===== src/rtl/clkdiv_multi.sv =====
// clkdiv_multi: NCH independent runtime-programmable integer clock dividers with
// period strobe, lock and pending status. Define CLKDIV_SYNC_EN to add sync_i realignment.
module clkdiv_multi #(
  parameter int unsigned NCH          = 2,
  parameter int unsigned DIV_W        = 8,
  parameter int unsigned DEF_DIV      = 2,
  parameter int unsigned LOCK_PERIODS = 4
) (
  input  logic                   clk_i,
  input  logic                   rst_i,
  input  logic                   en_i,
`ifdef CLKDIV_SYNC_EN
  input  logic                   sync_i,
`endif
  input  logic [NCH*DIV_W-1:0]   div_i,
  input  logic [NCH-1:0]         load_i,
  output logic [NCH-1:0]         clk_o,
  output logic [NCH-1:0]         stb_o,
  output logic [NCH-1:0]         locked_o,
  output logic [NCH-1:0]         pend_o
);

  typedef enum logic {S_IDLE, S_RUN} state_t;

  localparam logic [3:0]       LOCK_MAX = 4'(LOCK_PERIODS);
  localparam logic [DIV_W-1:0] DIV_MIN  = DIV_W'(2);

  for (genvar n = 0; n < NCH; n++) begin : g_ch
    state_t           r_state, w_state_nxt;
    logic [DIV_W-1:0] r_act, w_act_nxt;
    logic [DIV_W-1:0] r_cnt, w_cnt_nxt;
    logic [DIV_W-1:0] r_pend, w_pend_nxt;
    logic             r_pend_v, w_pend_v_nxt;
    logic [3:0]       r_lock_cnt, w_lock_nxt;
    logic             r_clk, r_stb, r_locked;
    logic             w_clk_nxt, w_stb_nxt, w_locked_nxt;
    logic [DIV_W-1:0] w_slice, w_ld_val, w_cand;
    logic [DIV_W:0]   w_half;
    logic             w_bound;

    assign w_slice  = div_i[n*DIV_W +: DIV_W];
    assign w_ld_val = (w_slice < DIV_MIN) ? DIV_MIN : w_slice;
    assign w_bound  = (r_cnt == r_act - DIV_W'(1));

    always_comb begin
      w_state_nxt  = r_state;
      w_act_nxt    = r_act;
      w_cnt_nxt    = r_cnt;
      w_pend_nxt   = r_pend;
      w_pend_v_nxt = r_pend_v;
      w_lock_nxt   = r_lock_cnt;
      w_cand       = r_act;
      case (r_state)
        S_IDLE: begin
          w_cnt_nxt  = '0;
          w_lock_nxt = '0;
          if (load_i[n]) w_act_nxt = w_ld_val;
          if (en_i) w_state_nxt = S_RUN;
        end
        default: begin
          if (!en_i) begin
            w_state_nxt = S_IDLE;
            w_cnt_nxt   = '0;
            w_lock_nxt  = '0;
            if (load_i[n]) begin
              w_pend_nxt   = w_ld_val;
              w_pend_v_nxt = 1'b1;
            end
          end else if (w_bound) begin
            // A load on the boundary edge bypasses pend and wins over an older pend value
            w_cnt_nxt = '0;
            if (load_i[n]) begin
              w_act_nxt    = w_ld_val;
              w_pend_v_nxt = 1'b0;
              w_lock_nxt   = '0;
            end else if (r_pend_v) begin
              w_act_nxt    = r_pend;
              w_pend_v_nxt = 1'b0;
              w_lock_nxt   = '0;
            end else if (r_lock_cnt < LOCK_MAX) begin
              w_lock_nxt = r_lock_cnt + 4'd1;
            end
          end else begin
            w_cnt_nxt = r_cnt + DIV_W'(1);
            if (load_i[n]) begin
              w_pend_nxt   = w_ld_val;
              w_pend_v_nxt = 1'b1;
            end
          end
        end
      endcase
`ifdef CLKDIV_SYNC_EN
      if (sync_i && en_i) begin
        w_cand       = load_i[n] ? w_ld_val : (r_pend_v ? r_pend : r_act);
        w_state_nxt  = S_RUN;
        w_cnt_nxt    = '0;
        w_act_nxt    = w_cand;
        w_pend_v_nxt = 1'b0;
        if (w_cand != r_act || r_state == S_IDLE) w_lock_nxt = '0;
        else                                      w_lock_nxt = r_lock_cnt;
      end
`endif
      w_half       = ({1'b0, w_act_nxt} + (DIV_W+1)'(1)) >> 1;
      w_clk_nxt    = 1'b0;
      w_stb_nxt    = 1'b0;
      w_locked_nxt = 1'b0;
      if (w_state_nxt == S_RUN) begin
        w_clk_nxt    = ({1'b0, w_cnt_nxt} < w_half);
        w_stb_nxt    = (w_cnt_nxt == '0);
        w_locked_nxt = (w_lock_nxt == LOCK_MAX);
      end
    end

    always_ff @(posedge clk_i or posedge rst_i) begin
      if (rst_i) begin
        r_state    <= S_IDLE;
        r_act      <= DIV_W'(DEF_DIV);
        r_cnt      <= '0;
        r_pend     <= '0;
        r_pend_v   <= 1'b0;
        r_lock_cnt <= '0;
        r_clk      <= 1'b0;
        r_stb      <= 1'b0;
        r_locked   <= 1'b0;
      end else begin
        r_state    <= w_state_nxt;
        r_act      <= w_act_nxt;
        r_cnt      <= w_cnt_nxt;
        r_pend     <= w_pend_nxt;
        r_pend_v   <= w_pend_v_nxt;
        r_lock_cnt <= w_lock_nxt;
        r_clk      <= w_clk_nxt;
        r_stb      <= w_stb_nxt;
        r_locked   <= w_locked_nxt;
      end
    end

    assign clk_o[n]    = r_clk;
    assign stb_o[n]    = r_stb;
    assign locked_o[n] = r_locked;
    assign pend_o[n]   = r_pend_v;
  end

endmodule


===== config.mk =====
export PLATFORM = sky130hd
export DESIGN_NAME = clkdiv_multi
export DESIGN_NICKNAME = d
export VERILOG_FILES = /design/src/rtl/clkdiv_multi.sv
export SDC_FILE = /design/constraint.sdc
export NUM_CORES = 1
export LEC_CHECK = 0
export ABC_AREA = 1
export CAP_MARGIN = 20
export CORE_MARGIN = 2
export CORE_UTILIZATION = 55
export CTS_CLUSTER_SIZE = 14
export DETAILED_ROUTE_END_ITERATION = 16
export GPL_TIMING_DRIVEN = 0
export HOLD_SLACK_MARGIN = 0.08
export PLACE_DENSITY = 0.78
export SYNTH_ARGS = -nofsm -noshare
export SYNTH_HDL_FRONTEND = slang
export SYNTH_SLANG_ARGS = --single-unit

===== constraint.sdc =====
create_clock -name clk_i -period 8.2 [get_ports clk_i]
set_input_delay 1.64 -clock clk_i [delete_from_list [all_inputs] [get_ports clk_i]]
set_output_delay 1.64 -clock clk_i [all_outputs]
set_load 0.02 [all_outputs]

==> results of run 1 <==
[state kept, by name (all words and copies together) (netlist names)]
name / cells
g_ch.r_act: 16
g_ch.r_cnt: 16
g_ch.r_pend: 16
g_ch.r_lock_cnt: 8
g_ch.r_clk: 2
g_ch.r_locked: 2
g_ch.r_pend_v: 2
g_ch.r_stb: 2
g_ch.r_state: 1
[worst min-delay path by stage]
stage | startpoint | end | slack, ns | cells after the start
final | g_ch[0].r_pend[3]$_DFFE_PP0P_ | g_ch[0].r_pend[3]$_DFFE_PP0P_ | 0.48 | 2
after detailed placement | g_ch[0].r_pend[3]$_DFFE_PP0P_ | g_ch[0].r_pend[3]$_DFFE_PP0P_ | 0.47 | 2
after CTS | g_ch[0].r_pend[1]$_DFFE_PP0P_ | g_ch[0].r_pend[1]$_DFFE_PP0P_ | 0.48 | 2
after global placement | g_ch[0].r_pend[1]$_DFFE_PP0P_ | g_ch[0].r_pend[1]$_DFFE_PP0P_ | 0.46 | 2
after global routing | g_ch[0].r_pend[3]$_DFFE_PP0P_ | g_ch[0].r_pend[3]$_DFFE_PP0P_ | 0.51 | 2
after floorplan | g_ch[0].r_pend[1]$_DFFE_PP0P_ | g_ch[0].r_pend[1]$_DFFE_PP0P_ | 0.44 | 2
[layout make-up]
type	count	area [um2]	share of cell area, %
plain buffers	24	145.1	2.589
clock buffers	12	155.1	2.767
clock inverters	4	75.07	1.339
inverters	103	387.9	6.918
multi-input cells	516	2789	49.74
flip-flops and latches	65	1629	29.06
well taps	108	135.1	2.410
repair buffers	28	290.3	5.177
[power groups by stage]
| stage | clock [mW] | sequential [mW] | combinational (mW) |
|---|---|---|---|
| 2_1_floorplan | 0 | 0.365 | 0.165 |
| 3_3_place_gp | 0 | 0.371 | 0.212 |
| 3_5_place_dp | 0 | 0.372 | 0.219 |
| 4_1_cts | 0.328 | 0.365 | 0.221 |
| 5_1_grt | 0.343 | 0.369 | 0.254 |
| 6_report | 0.321 | 0.366 | 0.221 |
[layout by cell type (no fill, tap or decap), types with 2 or more instances in the layout]
| cell type | count |
|---|---|
| nand2_1 | 180 |
| inv_1 | 90 |
| nand3_1 | 63 |
| dfrtp_1 | 63 |
| nor2_1 | 55 |
| o21ai_0 | 53 |
| clkdlybuf4s50_1 | 27 |
| a21oi_1 | 25 |
| ha_1 | 22 |
| nor2_2 | 17 |
| nand4_1 | 16 |
| xor2_1 | 15 |
| inv_2 | 12 |
| clkbuf_8 | 11 |
| buf_4 | 10 |
| clkbuf_1 | 10 |
| nand2_2 | 9 |
| nand3_2 | 8 |
| xnor2_1 | 6 |
| o211ai_1 | 6 |
| or2_2 | 5 |
| nor2_4 | 4 |
| nor3_1 | 3 |
| buf_2 | 2 |
| buf_6 | 2 |
| nand3b_1 | 2 |
| or2_0 | 2 |
| a21o_1 | 2 |
| a31oi_1 | 2 |
| nor3b_1 | 2 |
| nor3b_2 | 2 |
| o21ai_1 | 2 |
| a211oi_1 | 2 |
| mux2_2 | 2 |
| bufinv_16 | 2 |
| clkinvlp_4 | 2 |
| dfstp_2 | 2 |
[per-stage QoR]
| step | cell area, um2 | setup slack [ns] | power [mW] | hold slack, ns | utilization [%] |
|---|---|---|---|---|---|
| after global routing | 5607 | 3.521 | 0.9656 | 0.5141 | 64.29 |
| after global placement | 5356 | 3.536 | 0.5826 | 0.4562 | 61.42 |
| after detailed placement | 5376 | 3.468 | 0.5903 | 0.4651 | 61.65 |
| final | 5607 | 3.827 | 0.9084 | 0.4822 | 64.29 |
| after CTS | 5607 | 3.812 | 0.9146 | 0.4814 | 64.29 |
| after floorplan | 4951 | 4.421 | 0.5295 | 0.4366 | - |
[synth_stat cells (all sizes together), types with 9 or more instances]
master and count:
a21oi 25, buf 15, clkbuf 9, dfrtp 63, ha 22, inv 102, nand2 190, nand3 72
nand4 16, nor2 77, o21ai 56, xor2 15
[cells by family after synthesis]
family,after synthesis,share of synthesized area (%)
fa+ha+maj,22,5.560
flops,65,32.90
xor+xnor,21,3.715
compound gates,95,10.34
mux,2,0.4549
buf+inv,127,10.77
simple gates,376,36.26
[metal layers]
metal  global-route usage (%)  routed length, um
met3                    4.113                496
met1                    30.74               4929
met2                    49.17               6352
met5                        0                  0
met4                    10.96                333
[tightest hold or removal path, cell delays in order, from the launching register on]
cell	delay, ns
dfrtp_1	0.35
nand2_1	0.06
nand2_1	0.05
==> out/results.ini, run 1 <==
[worst_setup_path]
path_depth = 17
crit_family = buffers and inverters
worstSetupStartpointType = input port
r2r_cells = 20
crit_chain = clkdlybuf4s50_1 > nand2_1 > inv_1 > clkbuf_1 > nand3_1 > inv_1 > nand2_1 > nand3_1 > inv_1 > ha_1 > nand3_1 > nor2_1 > nand2_1 > ha_1 > a211oi_1 > nand3_1 > a21oi_1
path_common_cell = nand3_1
arrival_ns = 4.65
critPathBufInv = 5
startpoint = en_i
worst_path_max_delay_cell = clkdlybuf4s50_1
crit_path_end = g_ch[0].r_clk$_DFF_PP0_
worst-r2r-setup-slack_ns = 4.52
crit_fanout = 10
r2r-start = g_ch[0].r_act[1]$_DFF_PP1_
path_class = input port to flop
worstPathRequired_ns = 8.48
endpoint_kind = flop
reg2reg_to = g_ch[0].r_clk$_DFF_PP0_
slowest_delay_ns = 0.52

[drt]
drtIter0Drc = 218
routed_wl_um = 12110
vias = 4691
wl_per_cell_um = 14.08
drc = 0
antenna_left = 0
via_per_inst = 5.455
firstDrtPassIters = 5

[pwr]
switching_share_pct = 32.55
p_sw_mw = 0.2957
irDropWorstVdd_uv = 109.1
power_density_nw_per_um2 = 162.0
seqPwrFrac_pct = 40.3
clkPwrFrac_pct = 35.3
p_leak_nw = 2.842
p_int_mw = 0.6127
p_comb_share_pct = 24.4

[die]
core_um2 = 8721
ioPinCount = 29
num_rows = 34
die_x_um = 98.88
dieArea_um2 = 9776
dieHeight_um = 98.88
start_util_pct = 56.77

[synthesis]
synth_fp_nets = 751
avgSynthCellArea_um2 = 6.993
ys_top_cells_by_area = dfrtp_1 32%, nand2_1 14%, inv_1 6.9%
synth_edf_count = 0
yosys.area.top_type = dfrtp_1
yosys_register_bits = 65
synth-main-ff-cell = dfrtp_1
yosysUniqueCellTypes = 46
ys_warn_count = 0
synth_cells = 708
syn_area_um2 = 4951
seq_area_frac_synth_pct = 32.90
async_flop_share_pct = 100.0
yosysTopAreaCellShare_pct = 31.84

[timing]
worst_pin_slew_ns = 0.5970
max_slew_margin_pct = 60.20
fin_crit_sh_pct = 53.33
fin_skew_ns = 0.007482
fmax_ghz = 0.2287
slew_violations = 0
setup_viol = 0
fin_setup_tns_ns = 0
finalHoldViolCount = 0
grt_setup_unrepaired = no
period_minus_slack_ns = 4.373

[finish]
area_delta_synth_final_pct = 13.24
fin_cells = 860
post_route_cells_drive_above_1_share_pct = 13.03
fillers = 786
nNetsFinal = 790
antenna_cells = 0

[grt]
antenna_found_initial = 0
grt_max_degree = 42
grt_pass1_wl_um = 21150
grt_overflow = 0
grt_usage_pct = 26.73
first_global_vias = 4800

[cts]
post-cts-setup-buffers = 0
cts_buffers = 9
cts-resized-gates = 0
h-tree-depth = 3
clockRootBuffer = clkbuf_8
clockBufferDepth = 2
clk_latency_ns = 0.36
cts.clk_slew.worst_paths_ns = 0.08
clock_sinks = 65
cts_tree = built
cts_hold_buffers = 0

[hold_path]
hp-class = flop to flop

[status]
status = finished clean

[placed_design]
placedCellCount = 844
post-dp-hpwl_um = 9446
io_buffer_count = 27
place.gp.congestion = 0.9311

[run]
maxCapViolations = 0

Note: power is estimated with default switching activity, not from simulation.
==> run 2, diff against run 1 <==
- clock period: 8.2 -> 4.48 ns (I/O delays scaled with it)
==> results of run 2 <==
The final DEF is identical to that of run 1. Status: finished clean.
Main changes from that run: setup slack after placement 3.468 ns -> 0.4918 ns; setup slack after layout 3.827 ns -> 0.8047 ns; start point of the critical path en_i -> g_ch[0].r_act[1]$_DFF_PP1_; register-to-register setup slack 4.52 ns -> 0.80 ns; total power 0.9084 mW -> 1.663 mW; worst IR drop on VDD 109.1 uV -> 199.7 uV
